File: src/rtl/psum_relu_quant_pack_if.sv
// Stream-in / SRAM-write bundle for the psum requantize-and-pack block.
// master: the packer (consumes psums, drives SRAM writes).
// slave:  the surrounding system (drives psums and SRAM ready).
interface psum_relu_quant_pack_if #(
    parameter int ADDR_W = 10
);
    logic signed [20:0]  data_in;
    logic                data_in_valid;
    logic                sram_ready;
    logic                sram_we;
    logic [ADDR_W-1:0]   sram_waddr;
    logic [31:0]         sram_wdata;

    modport master (
        input  data_in, data_in_valid, sram_ready,
        output sram_we, sram_waddr, sram_wdata
    );

    modport slave (
        output data_in, data_in_valid, sram_ready,
        input  sram_we, sram_waddr, sram_wdata
    );
endinterface

File: src/rtl/psum_relu_quant_pack.sv
// ReLU + round-half-up requantization of 21-bit psums to bytes, packs
// BATCHES bytes per word and writes words to SRAM through a 2-deep FIFO.
//
// state | meaning
// IDLE  | waiting for a rising edge on en
// RUN   | accepting psums, writing packed words
// FLUSH | en dropped: push any partial word, drain FIFO
// DONE  | one-cycle layer_done pulse, then back to IDLE
module psum_relu_quant_pack #(
    parameter int BATCHES   = 4,
    parameter int SHIFT     = 7,
    parameter int ADDR_W    = 10,
    parameter int NUM_WORDS = 196
) (
    input  logic                  clock,
    input  logic                  reset_n,
    input  logic                  en,
    psum_relu_quant_pack_if.master bus,
    output logic                  layer_done,
    output logic                  overflow
);
    localparam int                LANE_W    = $clog2(BATCHES);
    localparam int                WORD_W    = 8 * BATCHES;
    localparam logic [LANE_W-1:0] LANE_LAST = LANE_W'(BATCHES - 1);
    localparam logic [21:0]       ROUND     = 22'(1) << (SHIFT - 1);
    localparam logic [ADDR_W:0]   LAST_CNT  = (ADDR_W + 1)'(NUM_WORDS - 1);

    typedef enum logic [1:0] {S_IDLE, S_RUN, S_FLUSH, S_DONE} state_t;

    state_t              r_state;
    state_t              w_state_nxt;
    logic                r_en_q;
    logic [LANE_W-1:0]   r_lane;
    logic [WORD_W-1:0]   r_word;
    logic                r_word_rdy;
    logic [WORD_W-1:0]   r_fifo [2];
    logic                r_wr_ptr;
    logic                r_rd_ptr;
    logic [1:0]          r_fifo_cnt;
    logic [ADDR_W-1:0]   r_waddr;
    logic [ADDR_W:0]     r_wcnt;
    logic                r_overflow;

    logic                w_start;
    logic                w_active;
    logic                w_in_acc;
    logic                w_pop;
    logic                w_last;
    logic                w_flush_part;
    logic                w_push;
    logic                w_full;
    logic                w_push_ok;
    logic [21:0]         w_sum;
    logic [21:0]         w_shr;
    logic [7:0]          w_qbyte;
    logic [WORD_W-1:0]   w_word_nxt;

    assign w_start      = (r_state == S_IDLE) && en && !r_en_q;
    assign w_active     = (r_state == S_RUN) || (r_state == S_FLUSH);
    assign w_in_acc     = (r_state == S_RUN) && bus.data_in_valid;
    assign w_pop        = w_active && (r_fifo_cnt != 2'd0) && bus.sram_ready;
    assign w_last       = w_pop && (r_wcnt == LAST_CNT);
    assign w_flush_part = (r_state == S_FLUSH) && (r_lane != '0);
    assign w_push       = w_active && (r_word_rdy || w_flush_part);
    assign w_full       = (r_fifo_cnt == 2'd2);
    assign w_push_ok    = w_push && (!w_full || w_pop);

    assign bus.sram_we    = w_active && (r_fifo_cnt != 2'd0);
    assign bus.sram_waddr = r_waddr;
    assign bus.sram_wdata = r_fifo[r_rd_ptr];
    assign overflow       = r_overflow;

    // ReLU, round half up, shift, saturate to a byte
    always_comb begin
        w_sum = {1'b0, bus.data_in} + ROUND;
        w_shr = w_sum >> SHIFT;
        if (bus.data_in[20]) begin
            w_qbyte = 8'd0;
        end else if (|w_shr[21:8]) begin
            w_qbyte = 8'hFF;
        end else begin
            w_qbyte = w_shr[7:0];
        end
    end

    // Drop the new byte into its lane; lane 0 starts a fresh zeroed word
    always_comb begin
        w_word_nxt = r_word;
        if (r_lane == '0) begin
            w_word_nxt = '0;
        end
        for (int k = 0; k < BATCHES; k++) begin
            if (r_lane == LANE_W'(k)) begin
                w_word_nxt[8*k +: 8] = w_qbyte;
            end
        end
    end

    // State register
    always_ff @(posedge clock or negedge reset_n) begin
        if (!reset_n) begin
            r_state <= S_IDLE;
        end else begin
            r_state <= w_state_nxt;
        end
    end

    // Next-state and layer_done decode
    always_comb begin
        w_state_nxt = r_state;
        layer_done  = 1'b0;
        case (r_state)
            S_IDLE: begin
                if (w_start) w_state_nxt = S_RUN;
            end
            S_RUN: begin
                if (w_last)   w_state_nxt = S_DONE;
                else if (!en) w_state_nxt = S_FLUSH;
            end
            S_FLUSH: begin
                if (w_last) begin
                    w_state_nxt = S_DONE;
                end else if ((r_fifo_cnt == 2'd0) && !r_word_rdy && (r_lane == '0)) begin
                    w_state_nxt = S_DONE;
                end
            end
            S_DONE: begin
                layer_done  = 1'b1;
                w_state_nxt = S_IDLE;
            end
            default: w_state_nxt = S_IDLE;
        endcase
    end

    // en history; reset to 1 so an en held high through reset cannot start a layer
    always_ff @(posedge clock or negedge reset_n) begin
        if (!reset_n) begin
            r_en_q <= 1'b1;
        end else begin
            r_en_q <= en;
        end
    end

    // Byte assembly: lane counter, word register and word-complete flag
    always_ff @(posedge clock or negedge reset_n) begin
        if (!reset_n) begin
            r_lane     <= '0;
            r_word     <= '0;
            r_word_rdy <= 1'b0;
        end else if (w_start) begin
            r_lane     <= '0;
            r_word     <= '0;
            r_word_rdy <= 1'b0;
        end else if (w_in_acc) begin
            r_word     <= w_word_nxt;
            r_lane     <= r_lane + LANE_W'(1);
            r_word_rdy <= (r_lane == LANE_LAST);
        end else begin
            r_word_rdy <= 1'b0;
            if (w_flush_part) r_lane <= '0;
        end
    end

    // Two-entry FIFO; a push into a full FIFO lands only if the head pops
    always_ff @(posedge clock or negedge reset_n) begin
        if (!reset_n) begin
            r_fifo[0]  <= '0;
            r_fifo[1]  <= '0;
            r_wr_ptr   <= 1'b0;
            r_rd_ptr   <= 1'b0;
            r_fifo_cnt <= 2'd0;
            r_overflow <= 1'b0;
        end else if (w_start) begin
            r_wr_ptr   <= 1'b0;
            r_rd_ptr   <= 1'b0;
            r_fifo_cnt <= 2'd0;
            r_overflow <= 1'b0;
        end else begin
            if (w_push_ok) begin
                r_fifo[r_wr_ptr] <= r_word;
                r_wr_ptr         <= ~r_wr_ptr;
            end
            if (w_pop) r_rd_ptr <= ~r_rd_ptr;
            if (w_push_ok && !w_pop) r_fifo_cnt <= r_fifo_cnt + 2'd1;
            else if (!w_push_ok && w_pop) r_fifo_cnt <= r_fifo_cnt - 2'd1;
            if (w_push && !w_push_ok) r_overflow <= 1'b1;
        end
    end

    // Write address and accepted-word count; address holds on the final write
    always_ff @(posedge clock or negedge reset_n) begin
        if (!reset_n) begin
            r_waddr <= '0;
            r_wcnt  <= '0;
        end else if (w_start) begin
            r_waddr <= '0;
            r_wcnt  <= '0;
        end else if (w_pop) begin
            r_wcnt <= r_wcnt + (ADDR_W + 1)'(1);
            if (!w_last) r_waddr <= r_waddr + ADDR_W'(1);
        end
    end
endmodule

File: src/flat_wrapper.sv
// flat-port wrapper written by rule: the top's interface ports become plain ports
module psum_relu_quant_pack_flat 
#(
    parameter int BATCHES   = 4,
    parameter int SHIFT     = 7,
    parameter int ADDR_W    = 10,
    parameter int NUM_WORDS = 196
)
  (clock, reset_n, en, layer_done, overflow, bus_data_in, bus_data_in_valid, bus_sram_ready, bus_sram_we, bus_sram_waddr, bus_sram_wdata);
  psum_relu_quant_pack_if #(.ADDR_W(ADDR_W)) bus_i ();
  input  logic clock;
  input  logic reset_n;
  input  logic en;
  output logic layer_done;
  output logic overflow;
  input wire logic [$bits(bus_i.data_in)-1:0] bus_data_in;
  input wire logic [$bits(bus_i.data_in_valid)-1:0] bus_data_in_valid;
  input wire logic [$bits(bus_i.sram_ready)-1:0] bus_sram_ready;
  output wire logic [$bits(bus_i.sram_we)-1:0] bus_sram_we;
  output wire logic [$bits(bus_i.sram_waddr)-1:0] bus_sram_waddr;
  output wire logic [$bits(bus_i.sram_wdata)-1:0] bus_sram_wdata;
  assign bus_i.data_in = bus_data_in;
  assign bus_i.data_in_valid = bus_data_in_valid;
  assign bus_i.sram_ready = bus_sram_ready;
  assign bus_sram_we = bus_i.sram_we;
  assign bus_sram_waddr = bus_i.sram_waddr;
  assign bus_sram_wdata = bus_i.sram_wdata;
  psum_relu_quant_pack #(.BATCHES(BATCHES), .SHIFT(SHIFT), .ADDR_W(ADDR_W), .NUM_WORDS(NUM_WORDS)) u_core (.clock(clock), .reset_n(reset_n), .en(en), .bus(bus_i), .layer_done(layer_done), .overflow(overflow));
endmodule
File: config.mk
export PLATFORM = sky130hd
export DESIGN_NAME = psum_relu_quant_pack_flat
export DESIGN_NICKNAME = d
export VERILOG_FILES = /design/src/rtl/psum_relu_quant_pack_if.sv /design/src/rtl/psum_relu_quant_pack.sv /design/src/flat_wrapper.sv
export SDC_FILE = /design/constraint.sdc
export NUM_CORES = 1
export LEC_CHECK = 0
export CORE_ASPECT_RATIO = 0.75
export CORE_MARGIN = 2
export CORE_UTILIZATION = 55
export DETAILED_ROUTE_END_ITERATION = 10
export PLACE_DENSITY = 0.91
export SLEW_MARGIN = 20
export SYNTH_ARGS = -nofsm -noshare
export SYNTH_HDL_FRONTEND = slang
export SYNTH_SLANG_ARGS = --single-unit
File: constraint.sdc
create_clock -name clock -period 4.3 [get_ports clock]
set_input_delay 0.645 -clock clock [delete_from_list [all_inputs] [get_ports clock]]
set_output_delay 0.645 -clock clock [all_outputs]
set_load 0.02 [all_outputs]
==> results of run 1 <==
-- critical path: stages --
cell,delay (ps)
sky130_fd_sc_hd__clkdlybuf4s50_1,520
sky130_fd_sc_hd__ha_1,200
sky130_fd_sc_hd__nand3_1,230
sky130_fd_sc_hd__nor4_1,450
sky130_fd_sc_hd__xnor2_1,330
sky130_fd_sc_hd__a41oi_2,380
sky130_fd_sc_hd__a221o_2,400
-- kinds of logic (layout without fill, tap and decap cells) --
family          after synthesis  in the layout  synth area share (%)
compound gates               70             70                  11.1
xor+xnor                     30             30                  4.33
simple gates                108            108                  9.11
fa+ha+maj                    13             13                  2.68
mux                          97             97                  18.0
flops                       128            128                  52.8
buf+inv                      30            111                  2.02
-- where the power goes --
part / internal [µW] / total [µW] / switching [µW]
logic: 864 / 1700 / 838
clock network: 798 / 1360 / 563
registers: 1570 / 1840 / 276
total: 3230 / 4910 / 1680
-- Yosys cell counts (all sizes together) (2+ instances only) --
cell type	n	area (µm²)
a31o	2	17.5
xnor2	14	123
inv	10	37.5
nand2b	2	12.5
nand2	21	78.8
nor2	41	154
ha	13	163
nand4	12	90.1
a221o	32	344
clkbuf	8	30.0
and3	3	18.8
a21oi	8	40.0
nor3	3	15.0
o21ai	6	30.0
buf	12	55.1
nand3	5	25.0
mux2	97	1090
a41oi	4	65.1
nand3b	2	15.0
a211oi	4	30.0
nor4	3	25.0
or3	3	18.8
and3b	2	17.5
dfrtp	127	3180
and4	2	17.5
and2	4	25.0
o221ai	2	23.8
a31oi	2	12.5
xor2	16	140
a22o	2	17.5
-- through the flow --
| stage | hold slack, ps | utilization (%) |
|---|---|---|
| after floorplan | 349 | - |
| after global placement | 481 | 63.1 |
| after detailed placement | 482 | 63.1 |
| after CTS | 34.3 | 68.3 |
| after global routing | 31.7 | 68.3 |
| final | 34.5 | 68.3 |
-- metal layers --
metal | global-route usage (%) | up-vias | wire length, µm
li1 | - | 1903 | -
met1 | 32.5 | 2156 | 5930
met2 | 37.2 | 162 | 6350
met3 | 6.40 | 18 | 841
met4 | 8.61 | 0 | 181
met5 | 0 | - | 0
-- flip-flops by register name, indices dropped and copies added (netlist names), 2 cells and up --
name / cells
u_core.bus.sram_waddr: 10
u_core.r_fifo: 64
u_core.r_fifo_cnt: 2
u_core.r_lane: 2
u_core.r_state: 2
u_core.r_wcnt: 11
u_core.r_word: 32
-- how the worst max path moves through the flow --
stage / endpoint / startpoint / slack (ps)
3_5_place_dp: u_core.r_word[18] / bus_data_in[6] / 1050
3_3_place_gp: u_core.r_word[18] / bus_data_in[6] / 1240
5_1_grt: u_core.r_word[27] / bus_data_in[6] / 1340
4_1_cts: u_core.r_word[26] / bus_data_in[6] / 1490
6_report: u_core.r_word[26] / bus_data_in[6] / 1450
2_1_floorplan: u_core.r_word[26] / bus_data_in[6] / 2020
-- placed cells by master (no fill, tap or decap), types with 3 or more instances in the layout --
| cell | instances |
|---|---|
| sky130_fd_sc_hd__dfrtp_1 | 127 |
| sky130_fd_sc_hd__mux2_2 | 97 |
| sky130_fd_sc_hd__clkdlybuf4s50_1 | 63 |
| sky130_fd_sc_hd__nor2_1 | 41 |
| sky130_fd_sc_hd__nand2_1 | 21 |
| sky130_fd_sc_hd__a221o_2 | 19 |
| sky130_fd_sc_hd__clkbuf_16 | 17 |
| sky130_fd_sc_hd__xor2_1 | 16 |
| sky130_fd_sc_hd__xnor2_1 | 14 |
| sky130_fd_sc_hd__a221o_1 | 13 |
| sky130_fd_sc_hd__ha_1 | 13 |
| sky130_fd_sc_hd__nand4_1 | 11 |
| sky130_fd_sc_hd__inv_1 | 9 |
| sky130_fd_sc_hd__a21oi_1 | 8 |
| sky130_fd_sc_hd__o21ai_0 | 6 |
| sky130_fd_sc_hd__nand3_1 | 5 |
| sky130_fd_sc_hd__clkinvlp_4 | 5 |
| sky130_fd_sc_hd__buf_4 | 5 |
| sky130_fd_sc_hd__a211oi_1 | 4 |
| sky130_fd_sc_hd__and2_1 | 4 |
| sky130_fd_sc_hd__a41oi_2 | 4 |
| sky130_fd_sc_hd__and3_1 | 3 |
| sky130_fd_sc_hd__or3_1 | 3 |
| sky130_fd_sc_hd__clkinv_4 | 3 |
| sky130_fd_sc_hd__clkinv_2 | 3 |
-- area by class of cell --
cell class,count,area [µm²],area share [%]
Multi-Input combinational cell,318,2750,37.1
Tap cell,140,175,2.36
Timing Repair Buffer,69,688,9.28
Sequential cell,128,3200,43.2
Inverter,10,37.5,0.506
Clock buffer,17,425,5.73
Clock inverter,15,138,1.86
==> results.txt, run 1 <==
The final cell count without fillers is 697. The total power came out at 4910 µW. Using the TritonRoute via totals, the vias-per-cell ratio works out to 6.08.

The sequential fraction of the synthesis area came out at 52.8%. The effective utilization at floorplan is 55.9%. The HPWL after detailed placement is 8810 µm. The area of the core region is 10900 µm².

The placer's final routability congestion estimate came out at 0.920. At the pin with the least slew margin, the transition time is 768 ps. The total clock sinks came out at 128.

Cells with a size suffix above 1 make up 30.3% of the layout. The setup path with the least slack is of type primary input to flop. The worst-skew pair later-pin latency came out at 430 ps. The cell chosen for the clock root is sky130_fd_sc_hd__clkbuf_16.

The detailed-route via count came out at 4239. In this run the static leakage power is 0.00340 µW. The die covers 11900 µm². The number of fillers in the final layout is between 700 and 800. Compared with the post-synthesis result, the final layout area differs by 22.2%. For this design the ratio of total power to cell area is 661 nW/µm². The total grt overflow is 0. The worst reg-to-reg setup slack came out at 1630 ps. The data required time at the worst endpoint is 4600 ps. The number of setup buffers added after CTS is 0.

The number of remaining DRC errors is 0. Global routing used 23.9% of the available tracks across all layers. TritonCTS built the clock tree.

The global-route wire length before repair is 21900 µm. The number of nets in the synthesized netlist is 515. In this run, the number of DRC markers left after iteration 0 of detailed routing was 432. The finished cells cover 7420 µm².

Each instance of the synthesized netlist takes up on average 12.8 µm². Setup repair after global routing left no endpoint under its margin. The depth of the CTS H-tree is 4. The fraction of registers with async set/reset came out at between 90% and 100%. Entering global routing, the biggest net connects 120 pins. The number of I/O port buffers came out at 64.

The largest buffer count on any clock path is 2. The net count of the finished layout is 583. The logic depth of the worst register-to-register path came out at 8. In this run the critical register-to-register path is launched from u_core.r_state[1]. The most used flip-flop cell after synthesis is sky130_fd_sc_hd__dfrtp_1. Before CTS, the worst setup slack after placement is 1050 ps. The number of storage elements in the synthesis netlist came out at 128.

The number of rows created at floorplan came out at 33. The detailed-router iteration count before antenna repair came out at 5. The final critical-path share of the clock period came out at roughly two thirds.

Once detail routing completed, the nets flagged for antenna violations numbered 0. The number of slew-limit violations in the final report is 0. The via count of the first global-routing pass came to 4243.

The nature of the critical path startpoint is a primary input. The worst-case IR drop observed on VDD is between 300 and 400 µV. The number of instances in the placed design is 665.

The worst pin sits at a relative slew slack of 48.6%. Synthesis handed over a netlist of approximately 480 instances. The x dimension of the die came out at 125 µm.

The aggregate negative setup slack came out at 0 ps. The initial antenna violation count is 0. The run finished with clean final reports.

The overall routed net length is between 10000 and 15000 µm. For this run, the number of Yosys warnings is 0. The endpoint arrival time on the critical path came out at 3150 ps. For the final database, setup skew stands at around 8.9 ps.

The destination of the worst register-to-register timing path is u_core.r_word[26]. The cell area after placement is 6860 µm². The number of gates resized after cts came out at 0.

The class of the worst hold path is primary input to async pin. The maximum clock frequency is 350 MHz. The number of different library cells used by synthesis comes to 50. The number of antenna cells inserted came out at 0. The hold buffer count at CTS is 0.

The clock transition time at the flip-flop clock pins of the worst setup and hold paths came out at 60 ps. The total standard cell area after synthesis is 6070 µm². The number of max-cap violations came out at 0. The worst path setup slack after routing is 1450 ps.

Setup violations remaining at the end of the flow were counted as 0. Yosys mapped a number of flops with a built-in enable equal to 0. STA classifies the critical path endpoint as a flop. From bottom edge to top edge, the die measures 95.0 µm. The number of placed I/O pins came out at 71. The highest fanout seen on the critical path is 8. The final critical path time including I/O delays and setup came out at 2850 ps. The detailed-route wire length per cell is 19.1 µm. The hold violation total from the final report is 0. The number of clock buffers inserted by TritonCTS is 17.
Power figures use the tool's default switching activity.
==> run 2, diff against run 1 <==
Settings changed: CORE_UTILIZATION 55 to 51, PLACE_DENSITY 0.91 to 0.89.
Clock period 4.3 ns to 2.35 ns, I/O delays scaled along.
==> results.txt, run 2 (synthesis results as in run 1) <==
The data required time at the worst endpoint is 2000 ps (was 4600 ps). The most common cell after layout, fill and taps aside is sky130_fd_sc_hd__dfrtp_1 (unchanged). The overall routed net length is 14200 µm (was 13300 µm). The placer's final routability congestion estimate is 0.906 (was 0.920). The detailed-route via count is 4376 (was 4239). The via count of the first global-routing pass is 4560 (was 4243). The total grt overflow was 0 (unchanged). The placed wire-length estimate is 9240 µm (was 8810 µm). The total global-route track usage came to 23.4% (was 23.9%). The effective utilization at floorplan came out at 52.3% (was 55.9%). The detailed-route wire length per cell is 18.9 µm (was 19.1 µm). The total power divided by cell area is 1200 nW/µm² (was 661 nW/µm²). The hold violation total from the final report came to 0 (unchanged).

The initial antenna violation count is 0 (unchanged). The number of flip-flops in the largest register came out at 64 (unchanged). Status: finished, final reports clean (unchanged). The aggregate negative setup slack is 0 ps (unchanged).

The post-route standard cell area excluding fillers came out at 7880 µm² (was 7420 µm²). Commonest non-fill, non-tap cells in the layout: sky130_fd_sc_hd__dfrtp_1, sky130_fd_sc_hd__mux2_2, sky130_fd_sc_hd__clkdlybuf4s50_1, sky130_fd_sc_hd__nor2_1, sky130_fd_sc_hd__buf_4 (was sky130_fd_sc_hd__dfrtp_1, sky130_fd_sc_hd__mux2_2, sky130_fd_sc_hd__clkdlybuf4s50_1, sky130_fd_sc_hd__nor2_1, sky130_fd_sc_hd__nand2_1). The highest fanout seen on the critical path came out at 16 (was 8). The number of remaining DRC errors is 0 (unchanged). The final critical path time including I/O delays and setup is between 2000 and 2500 ps. The number of fillers in the final layout came out at 783 (was 715). The largest buffer count on any clock path was 2 (unchanged). The number of antenna cells inserted is 0 (unchanged). Crit-path cells: clkbuf_16 > mux2_2 > clkdlybuf4s50_1 (was clkdlybuf4s50_1 > ha_1 > nand3_1 > nor4_1 > xnor2_1 > a41oi_2 > a221o_2). The cell chosen for the clock root was sky130_fd_sc_hd__clkbuf_16 (unchanged). The via density per instance came to 5.80 (was 6.08). The clock tree from TritonCTS was done (unchanged). The number of rows created at floorplan came out at 34 (was 33). The number of placed I/O pins came to 71 (unchanged). The class of the worst hold path is primary input to async pin (unchanged). The pin count of the biggest net entering global routing came out at 60 (was 120). The post-route clock skew came out at 10.4 ps (was 8.93 ps).

The die extent in y came to 98.5 µm (was 95.0 µm). The nature of the critical path startpoint is a flop (was primary input). The beginning of the worst register-to-register path is u_core.r_state[0] (was u_core.r_state[1]). The maximum resistive drop on vdd came out at 643 µV (was 390 µV). The antenna violation net count after detailed routing was 0 (unchanged).

The area of the core region is 11600 µm² (was 10900 µm²). The depth of the CTS H-tree was 4 (unchanged). The cell with the biggest individual delay on the critical path is sky130_fd_sc_hd__clkdlybuf4s50_1 (unchanged). The detailed-router iteration count before antenna repair was 5 (unchanged). The leakage power came out at 0.00384 µW (was 0.00340 µW).

The total number of nets in the final design is 619 (was 583). The type of the setup path with the least slack was flop to primary output (was primary input to flop). The total clock sinks came out at 128 (unchanged).

The proportion of layout cells with a drive suffix above 1 is 34.9% (was 30.3%). For this run, the top clock speed supported by timing is roughly 430 MHz. The number of clock buffers inserted by TritonCTS is 17 (unchanged).

The area growth from synthesis to final layout came to 29.8% (was 22.2%). The worst-skew pair later-pin latency came out at 420 ps (was 430 ps). The total of endpoints with negative setup slack in the final report came to 0 (unchanged). The startpoint of the most critical setup path is u_core.r_rd_ptr (was bus_data_in[6]). The pin slew with the least headroom to its limit came out at 766 ps (was 768 ps). Top Registers: u_core.r_fifo (64), u_core.r_word (32), u_core.r_wcnt (11) (unchanged).

The most flop-heavy register is u_core.r_fifo (unchanged). The initial DRC count is 313 (was 432). The highest cell delay on the worst timing path is 530 ps (was 520 ps). The final critical-path share of the clock period is between 90 and 100%. The number of I/O port buffers was 64 (unchanged). The endpoint type of the worst setup path was a primary output (was flop). The number of slew-limit violations in the final report is 0 (unchanged). The area enclosed by the die boundary came out at 12800 µm² (was 11900 µm²). The logic depth of the worst register-to-register path is 7 (was 8). The endpoint arrival time on the critical path is 1950 ps (was 3150 ps). The x dimension of the die is 130 µm (was 125 µm). The clock transition time at the flip-flop clock pins of the worst setup and hold paths came out at 60 ps (about the same).

The worst max-slew margin expressed relative to the limit is 48.7% (was 48.6%). The global-route wire length before repair is 23000 µm (was 21900 µm). The cell area after placement was 7170 µm² (was 6860 µm²).

The number of max-cap violations is 0 (unchanged).
[run 2: final timing paths]
path                                      to  slack, ps
max                        bus_sram_wdata[5]         50
min in group clock             u_core.r_en_q        460
max reg2reg                u_core.r_state[0]        100
min reg2reg                 u_core.r_fifo[2]        510
max in group asynchronous  u_core.r_word[26]       1300
min                          u_core.overflow        420
[run 2: final cells by class]
cell class	instances	area, µm²	share of cell area [%]
sequential	128	3210	40.7
multi-input combinational	318	2760	35.0
clock buffer	18	439	5.57
inverter	10	37.5	0.476
timing repair buffer	105	1060	13.4
clock inverter	14	180	2.29
tap	162	203	2.57
[run 2: layer usage]
metal  global-route usage, %  up-vias  share of wire (%)
li1                        -     1981                  -
met1                    32.3     2183                 45
met2                    36.6      184                 47
met3                    5.70       28                6.0
met4                    7.69        0                1.4
met5                       0        -                  0
[run 2: stage by stage]
stage	cells	util, %	setup slack, ps	total power (µW)	hold slack, ps
2_1_floorplan	476	-	191	5330	56.9
3_3_place_gp	718	61.7	-233	6430	304
3_5_place_dp	718	61.7	-339	6610	314
4_1_cts	751	67.1	2.01	9400	421
5_1_grt	755	67.9	-34.2	9930	444
6_report	755	67.9	47.2	9460	417
[run 2: repair_timing]
| item | in CTS | in global routing |
|---|---|---|
| cloned | 0 | 1 |
| hold buffers | 1 | 0 |
| resized for setup | 3 | 14 |
| endpoints found under the hold margin | 27 | 0 |
| endpoints found under the setup margin | 2 | 63 |
| setup buffers | 0 | 3 |
| pin swaps | 0 | 3 |
[run 2: power breakdown]
group | total, µW | internal, µW | switching [µW]
Clock | 2740 | 1710 | 1030
Sequential | 3410 | 2870 | 545
Combinational | 3310 | 1720 | 1590
[run 2: worst max-delay path: cells and delay by family (launching register included)]
kind	cells	cell delay (ps)
buf+inv	2	750
flops	1	440
mux	1	340
